<file path="src/rtl/cmd_link.sv">
// cmd_link: robot-side end of the remote command link.
// The RX path deserializes 8N1 UART frames. Each pair of bytes is assembled
// into a 16-bit command, and a sticky cmd_rdy flag tells the consumer that a
// command is waiting. The TX path serializes a one-byte response when the
// trmt input is pulsed.
// Optional feature: define CMD_TIMEOUT_EN to abandon a half-received command
// when no low byte arrives within TMO_BITS bit times after the high byte.
module cmd_link #(
    parameter int BAUD_DIV = 2604,
    parameter int TMO_BITS = 40
) (
    input  logic        clk,
    input  logic        rst_n,
    input  logic        RX,
    output logic        TX,
    output logic [15:0] cmd,
    output logic        cmd_rdy,
    input  logic        clr_cmd_rdy,
    input  logic [7:0]  resp,
    input  logic        trmt,
    output logic        tx_done
);

    localparam int CNT_W = $clog2(BAUD_DIV + 1);
    localparam logic [CNT_W-1:0] BAUD_FULL = CNT_W'(BAUD_DIV - 1);
    localparam logic [CNT_W-1:0] BAUD_HALF = CNT_W'(BAUD_DIV / 2 - 1);

    typedef enum logic {RX_IDLE, RX_RECV}  rx_state_t;
    typedef enum logic {ASM_HIGH, ASM_LOW} asm_state_t;
    typedef enum logic {TX_IDLE, TX_XMIT}  tx_state_t;

    // ------------------------------------------------------------------
    // RX synchronizer and start-edge detection
    // ------------------------------------------------------------------
    logic r_rxSync1;
    logic r_rxSync2;
    logic r_rxPrev;
    logic w_fallEdge;
    logic w_startDet;

    // Two-flop synchronizer plus one history flop; all preset to the idle-high line level.
    always_ff @(posedge clk or negedge rst_n) begin
        if (!rst_n) begin
            r_rxSync1 <= 1'b1;
            r_rxSync2 <= 1'b1;
            r_rxPrev  <= 1'b1;
        end else begin
            r_rxSync1 <= RX;
            r_rxSync2 <= r_rxSync1;
            r_rxPrev  <= r_rxSync2;
        end
    end

    assign w_fallEdge = r_rxPrev & ~r_rxSync2;

    // ------------------------------------------------------------------
    // RX receiver
    // ------------------------------------------------------------------
    rx_state_t        r_rxState;
    rx_state_t        w_rxNext;
    logic [CNT_W-1:0] r_rxBaud;
    logic [3:0]       r_rxBitIdx;
    logic [7:0]       r_rxShift;
    logic             w_rxTick;
    logic             w_rxRdy;
    logic             r_rxRdy;

    assign w_rxTick   = (r_rxState == RX_RECV) && (r_rxBaud == '0);
    assign w_startDet = (r_rxState == RX_IDLE) && w_fallEdge;

    // Receiver state register.
    always_ff @(posedge clk or negedge rst_n) begin
        if (!rst_n) r_rxState <= RX_IDLE;
        else        r_rxState <= w_rxNext;
    end

    // Receiver next state: drop glitches on the start sample, accept only a good stop bit.
    always_comb begin
        w_rxNext = r_rxState;
        w_rxRdy  = 1'b0;
        case (r_rxState)
            RX_IDLE: begin
                if (w_fallEdge) w_rxNext = RX_RECV;
            end
            RX_RECV: begin
                if (w_rxTick) begin
                    if (r_rxBitIdx == 4'd0 && r_rxSync2) begin
                        w_rxNext = RX_IDLE;
                    end else if (r_rxBitIdx == 4'd9) begin
                        w_rxNext = RX_IDLE;
                        w_rxRdy  = r_rxSync2;
                    end
                end
            end
            default: w_rxNext = RX_IDLE;
        endcase
    end

    // Baud timing and data capture: first sample is mid start bit, then one per bit time.
    always_ff @(posedge clk or negedge rst_n) begin
        if (!rst_n) begin
            r_rxBaud   <= '0;
            r_rxBitIdx <= '0;
            r_rxShift  <= '0;
            r_rxRdy    <= 1'b0;
        end else begin
            r_rxRdy <= w_rxRdy;
            if (w_startDet) begin
                r_rxBaud   <= BAUD_HALF;
                r_rxBitIdx <= '0;
            end else if (r_rxState == RX_RECV) begin
                if (w_rxTick) begin
                    r_rxBaud   <= BAUD_FULL;
                    r_rxBitIdx <= r_rxBitIdx + 4'd1;
                    if (r_rxBitIdx >= 4'd1 && r_rxBitIdx <= 4'd8) begin
                        r_rxShift <= {r_rxSync2, r_rxShift[7:1]};
                    end
                end else begin
                    r_rxBaud <= r_rxBaud - CNT_W'(1);
                end
            end
        end
    end

    // ------------------------------------------------------------------
    // Command assembly
    // ------------------------------------------------------------------
    asm_state_t r_asmState;
    asm_state_t w_asmNext;
    logic [7:0] r_highByte;
    logic       w_tmoExpire;

`ifdef CMD_TIMEOUT_EN
    localparam int TMO_LIMIT = TMO_BITS * BAUD_DIV;
    localparam int TMO_W     = $clog2(TMO_LIMIT);
    logic [TMO_W-1:0] r_tmoCnt;

    // Timeout counter sits at zero in HIGH, so it restarts every time LOW is entered.
    always_ff @(posedge clk or negedge rst_n) begin
        if (!rst_n)                      r_tmoCnt <= '0;
        else if (r_asmState == ASM_HIGH) r_tmoCnt <= '0;
        else                             r_tmoCnt <= r_tmoCnt + TMO_W'(1);
    end

    assign w_tmoExpire = (r_asmState == ASM_LOW) && (r_tmoCnt == TMO_W'(TMO_LIMIT - 1));
`else
    // Without the timeout, LOW waits indefinitely for the low byte.
    assign w_tmoExpire = (TMO_BITS < 0);
`endif

    // Assembly state register.
    always_ff @(posedge clk or negedge rst_n) begin
        if (!rst_n) r_asmState <= ASM_HIGH;
        else        r_asmState <= w_asmNext;
    end

    // Assembly next state: alternate high/low bytes, with an optional bail-out from LOW.
    always_comb begin
        w_asmNext = r_asmState;
        case (r_asmState)
            ASM_HIGH: begin
                if (r_rxRdy) w_asmNext = ASM_LOW;
            end
            ASM_LOW: begin
                if (r_rxRdy)          w_asmNext = ASM_HIGH;
                else if (w_tmoExpire) w_asmNext = ASM_HIGH;
            end
            default: w_asmNext = ASM_HIGH;
        endcase
    end

    // Hold the first byte of a command until its partner arrives.
    always_ff @(posedge clk or negedge rst_n) begin
        if (!rst_n)                                 r_highByte <= '0;
        else if (r_asmState == ASM_HIGH && r_rxRdy) r_highByte <= r_rxShift;
    end

    // Publish the command; setting cmd_rdy takes priority over any clear in the same cycle.
    always_ff @(posedge clk or negedge rst_n) begin
        if (!rst_n) begin
            cmd     <= '0;
            cmd_rdy <= 1'b0;
        end else if (r_asmState == ASM_LOW && r_rxRdy) begin
            cmd     <= {r_highByte, r_rxShift};
            cmd_rdy <= 1'b1;
        end else if (clr_cmd_rdy || (r_asmState == ASM_HIGH && w_startDet)) begin
            cmd_rdy <= 1'b0;
        end
    end

    // ------------------------------------------------------------------
    // TX transmitter
    // ------------------------------------------------------------------
    tx_state_t        r_txState;
    tx_state_t        w_txNext;
    logic [CNT_W-1:0] r_txBaud;
    logic [3:0]       r_txBitIdx;
    logic [9:0]       r_txShift;
    logic             w_txTick;

    assign w_txTick = (r_txState == TX_XMIT) && (r_txBaud == '0);
    assign TX       = r_txShift[0];

    // Transmitter state register.
    always_ff @(posedge clk or negedge rst_n) begin
        if (!rst_n) r_txState <= TX_IDLE;
        else        r_txState <= w_txNext;
    end

    // Transmitter next state: start on trmt from idle, finish after the tenth bit period.
    always_comb begin
        w_txNext = r_txState;
        case (r_txState)
            TX_IDLE: begin
                if (trmt) w_txNext = TX_XMIT;
            end
            TX_XMIT: begin
                if (w_txTick && r_txBitIdx == 4'd9) w_txNext = TX_IDLE;
            end
            default: w_txNext = TX_IDLE;
        endcase
    end

    // Frame shifter: ones fill in behind the data, so the line rests high when idle.
    always_ff @(posedge clk or negedge rst_n) begin
        if (!rst_n) begin
            r_txShift  <= '1;
            r_txBaud   <= '0;
            r_txBitIdx <= '0;
            tx_done    <= 1'b0;
        end else if (r_txState == TX_IDLE) begin
            if (trmt) begin
                r_txShift  <= {1'b1, resp, 1'b0};
                r_txBaud   <= BAUD_FULL;
                r_txBitIdx <= '0;
                tx_done    <= 1'b0;
            end
        end else begin
            if (w_txTick) begin
                r_txShift  <= {1'b1, r_txShift[9:1]};
                r_txBaud   <= BAUD_FULL;
                r_txBitIdx <= r_txBitIdx + 4'd1;
                if (r_txBitIdx == 4'd9) tx_done <= 1'b1;
            end else begin
                r_txBaud <= r_txBaud - CNT_W'(1);
            end
        end
    end

endmodule

</file>
<file path="config.mk">
export PLATFORM = sky130hd
export DESIGN_NAME = cmd_link
export DESIGN_NICKNAME = d
export VERILOG_FILES = /design/src/rtl/cmd_link.sv
export SDC_FILE = /design/constraint.sdc
export NUM_CORES = 1
export LEC_CHECK = 0
export BUFFER_PORTS_ARGS = -buffer_cell sky130_fd_sc_hd__buf_2
export CORE_MARGIN = 2
export CORE_UTILIZATION = 51
export DETAILED_ROUTE_END_ITERATION = 6
export PLACE_DENSITY = 0.8
export SYNTH_ARGS = -nofsm -noshare
export SYNTH_HDL_FRONTEND = slang
export SYNTH_SLANG_ARGS = --single-unit
</file>
<file path="constraint.sdc">
create_clock -name clk -period 2.65 [get_ports clk]
set_clock_uncertainty 0.2 [all_clocks]
set_input_delay 0 -clock clk [delete_from_list [all_inputs] [get_ports clk]]
set_output_delay 0 -clock clk [all_outputs]
set_load 0.01 [all_outputs]
</file>
==> results.cfg <==
[outcome]
status = complete, no violations

[logic_synthesis]
ys_ff_latch = 82
ys_top_cells_by_count = dfrtp_1 (70), o21ai_0 (28), mux2_2 (24)
syn_inst = 333
syn_nets = 357
synth_enable_flop_cells = 0
yosysTopAreaCell = dfrtp_1
syn_area_sq_mm = 0.00382
synthFlopType = dfrtp_1
synth-async-reset-ratio_pct = 100
synth_most_common_cell = dfrtp_1
synthDistinctLibCells = 54
yosysWarnings = 0
synthTopCellsByArea = dfrtp_1 (46%), dfstp_2 (8.3%), mux2_2 (7.1%)
synth.yosys.seq_area_share_pct = 54.1
synth_top_area_share_pct = 45.9
syn_area_per_cell_sq_um = 11.5

[floorplanning]
die_area_sq_mm = 0.00819
die_w_um = 90.5
start_util_pct = 52.6
ios = 32
core_sq_mm = 0.00725
rows = 31
die_y_um = 90.5

[routing]
wl_um = 7600
via_per_inst = 5.56
drc = 0
detail-route-antenna-nets = 0
wl_per_cell_um = 15.5
dr.pass1.iters = 4
vias = 2725
first_iter_violations = 178

[clock_network]
clkLatencyLatePin_ns = 0.36
cts.sinks = 82
clk_path_buf_depth = 2
cts_tree = yes
cts_buffers = 9
h-tree-depth = 3
clk_pin_slew_worst_paths_ns = 0.09
root_buffer = clkbuf_8

[finish]
finalNetCount = 410
syn2layout_area_growth_pct = 17.3
nFillCells = 569
instances_no_fill = 490
layout-drive-gt1-share_pct = 28.1
diodes = 0

[sta]
period_needed_ns = 2.50
hold_viol = 0
relSlewSlack_pct = 33.1
fin_crit_sh_pct = 94.2
fmax_mhz = 401
tightestPinTransition_ns = 1.00
drv_slew = 0
rsz0062_at_grt = no
finalSetupViolCount = 0
finalSetupTns_ns = 0

[job]
cap_violations = 0

[setup_path]
required_ns = 2.73
end_kind = flip-flop
cp_max_fo = 7
cp-start-kind = flip-flop
worstPathArrival_ns = 2.58
crit_type = flip-flop to flip-flop

[power]
power_density_mw_per_mm2 = 755
leakagePower_uw = 0.00217
ir_drop_v = 0.000436

[place]
dp_hpwl_um = 5000
dp.cells = 458
numPortBuffers = 31
gp_congestion = 0.821

[hold_path]
hp-class = input pin to flip-flop

[grt]
grt_first_pass_wirelength_um = 13100
grt_max_degree = 83
antenna_found_initial = 0
track_usage_pct = 20.0
overflow = 0
first_global_vias = 2734
-- critical path, stage by stage, from the launching register on --
cell,delay (ns)
dfrtp_1,0.43
inv_1,0.11
ha_1,0.22
and3b_1,0.20
and4_1,0.26
a21oi_2,0.27
o21ai_0,0.14
dlygate4sd3_1,0.59
-- power breakdown --
part	switching (uW)	internal [uW]
Clock	474	471
Sequential	280	1470
Combinational	367	313
Total	1120	2260
-- cell families (layout without fill, tap and decap cells) --
logic type | after synthesis | count (layout) | share of synthesized area, %
simple gates | 97 | 97 | 14.3
compound gates | 68 | 68 | 11.0
mux | 41 | 41 | 12.6
fa+ha+maj | 11 | 11 | 3.61
xor+xnor | 6 | 6 | 1.38
flops | 82 | 82 | 54.1
buf+inv | 28 | 86 | 2.98
-- path summary, 6_finish.rpt --
check	from	to	slack [ns]	cells past startpoint
max	r_txBaud[0]	r_txShift[3]	0.15	7
min	RX	r_rxSync1	0.08	2
max reg2reg	r_txBaud[0]	r_txShift[3]	0.15	7
min reg2reg	r_rxSync1	r_rxSync2	0.16	0
max in group asynchronous	rst_n	r_txState	1.41	2
min in group asynchronous	rst_n	r_txBitIdx[2]	0.14	2
-- sequential cells by signal (all words and copies together), names as in the netlist, 4 cells and up --
name        cells
r_txBaud       12
r_rxShift       8
r_highByte      8
r_txBitIdx      4
r_rxBitIdx      4
r_rxBaud       12
r_txShift       9
cmd            16
-- timing repair --
action,CTS,global route
endpoints found under the setup margin,0,4
hold buffers,16,0
gates resized for setup,0,2
hold endpoints to repair,89,0
buffers inserted,0,0
-- placed cells by master (no fill, tap or decap), types with 5 or more instances in the layout --
master	count
buf_4	9
nor2_1	17
buf_2	30
nand3_1	19
nor3_1	9
dfstp_2	12
mux2_4	8
inv_1	14
dlygate4sd3_1	16
xor2_1	5
mux2i_1	9
nand2_1	19
clkbuf_8	10
o21ai_0	28
a21oi_1	14
dfrtp_1	69
mux2_2	24
ha_1	11
or3_1	5
-- layout make-up --
cell class	count	area (sq um)	area share [%]
well taps	99	124	2.77
flip-flops and latches	82	2070	46.2
clock buffers	10	138	3.07
inverters	15	56.3	1.26
repair buffers	55	378	8.44
multi-input cells	223	1640	36.6
clock inverters	6	72.6	1.62
-- per-stage QoR --
stage	hold slack, ns	instance area (sq um)	setup WS, ns	power, uW	util, %
2_1_floorplan	-0.496	3820	0.628	2190	-
3_3_place_gp	-0.0922	4100	0.464	2370	56.5
3_5_place_dp	-0.0921	4100	0.376	2410	56.5
4_1_cts	0.0612	4470	0.0406	3410	61.7
5_1_grt	0.0926	4480	0.0429	3590	61.7
6_report	0.0832	4480	0.155	3380	61.7
-- layer usage --
metal / vias to the layer above / GRT usage, % / share of wire, %
li1: 1305 / - / -
met1: 1360 / 24.7 / 45
met2: 47 / 33.8 / 51
met3: 13 / 5.26 / 3.2
met4: 0 / 7.69 / 1.7
met5: - / 0 / 0
Note: power is estimated with default switching activity, not from simulation.
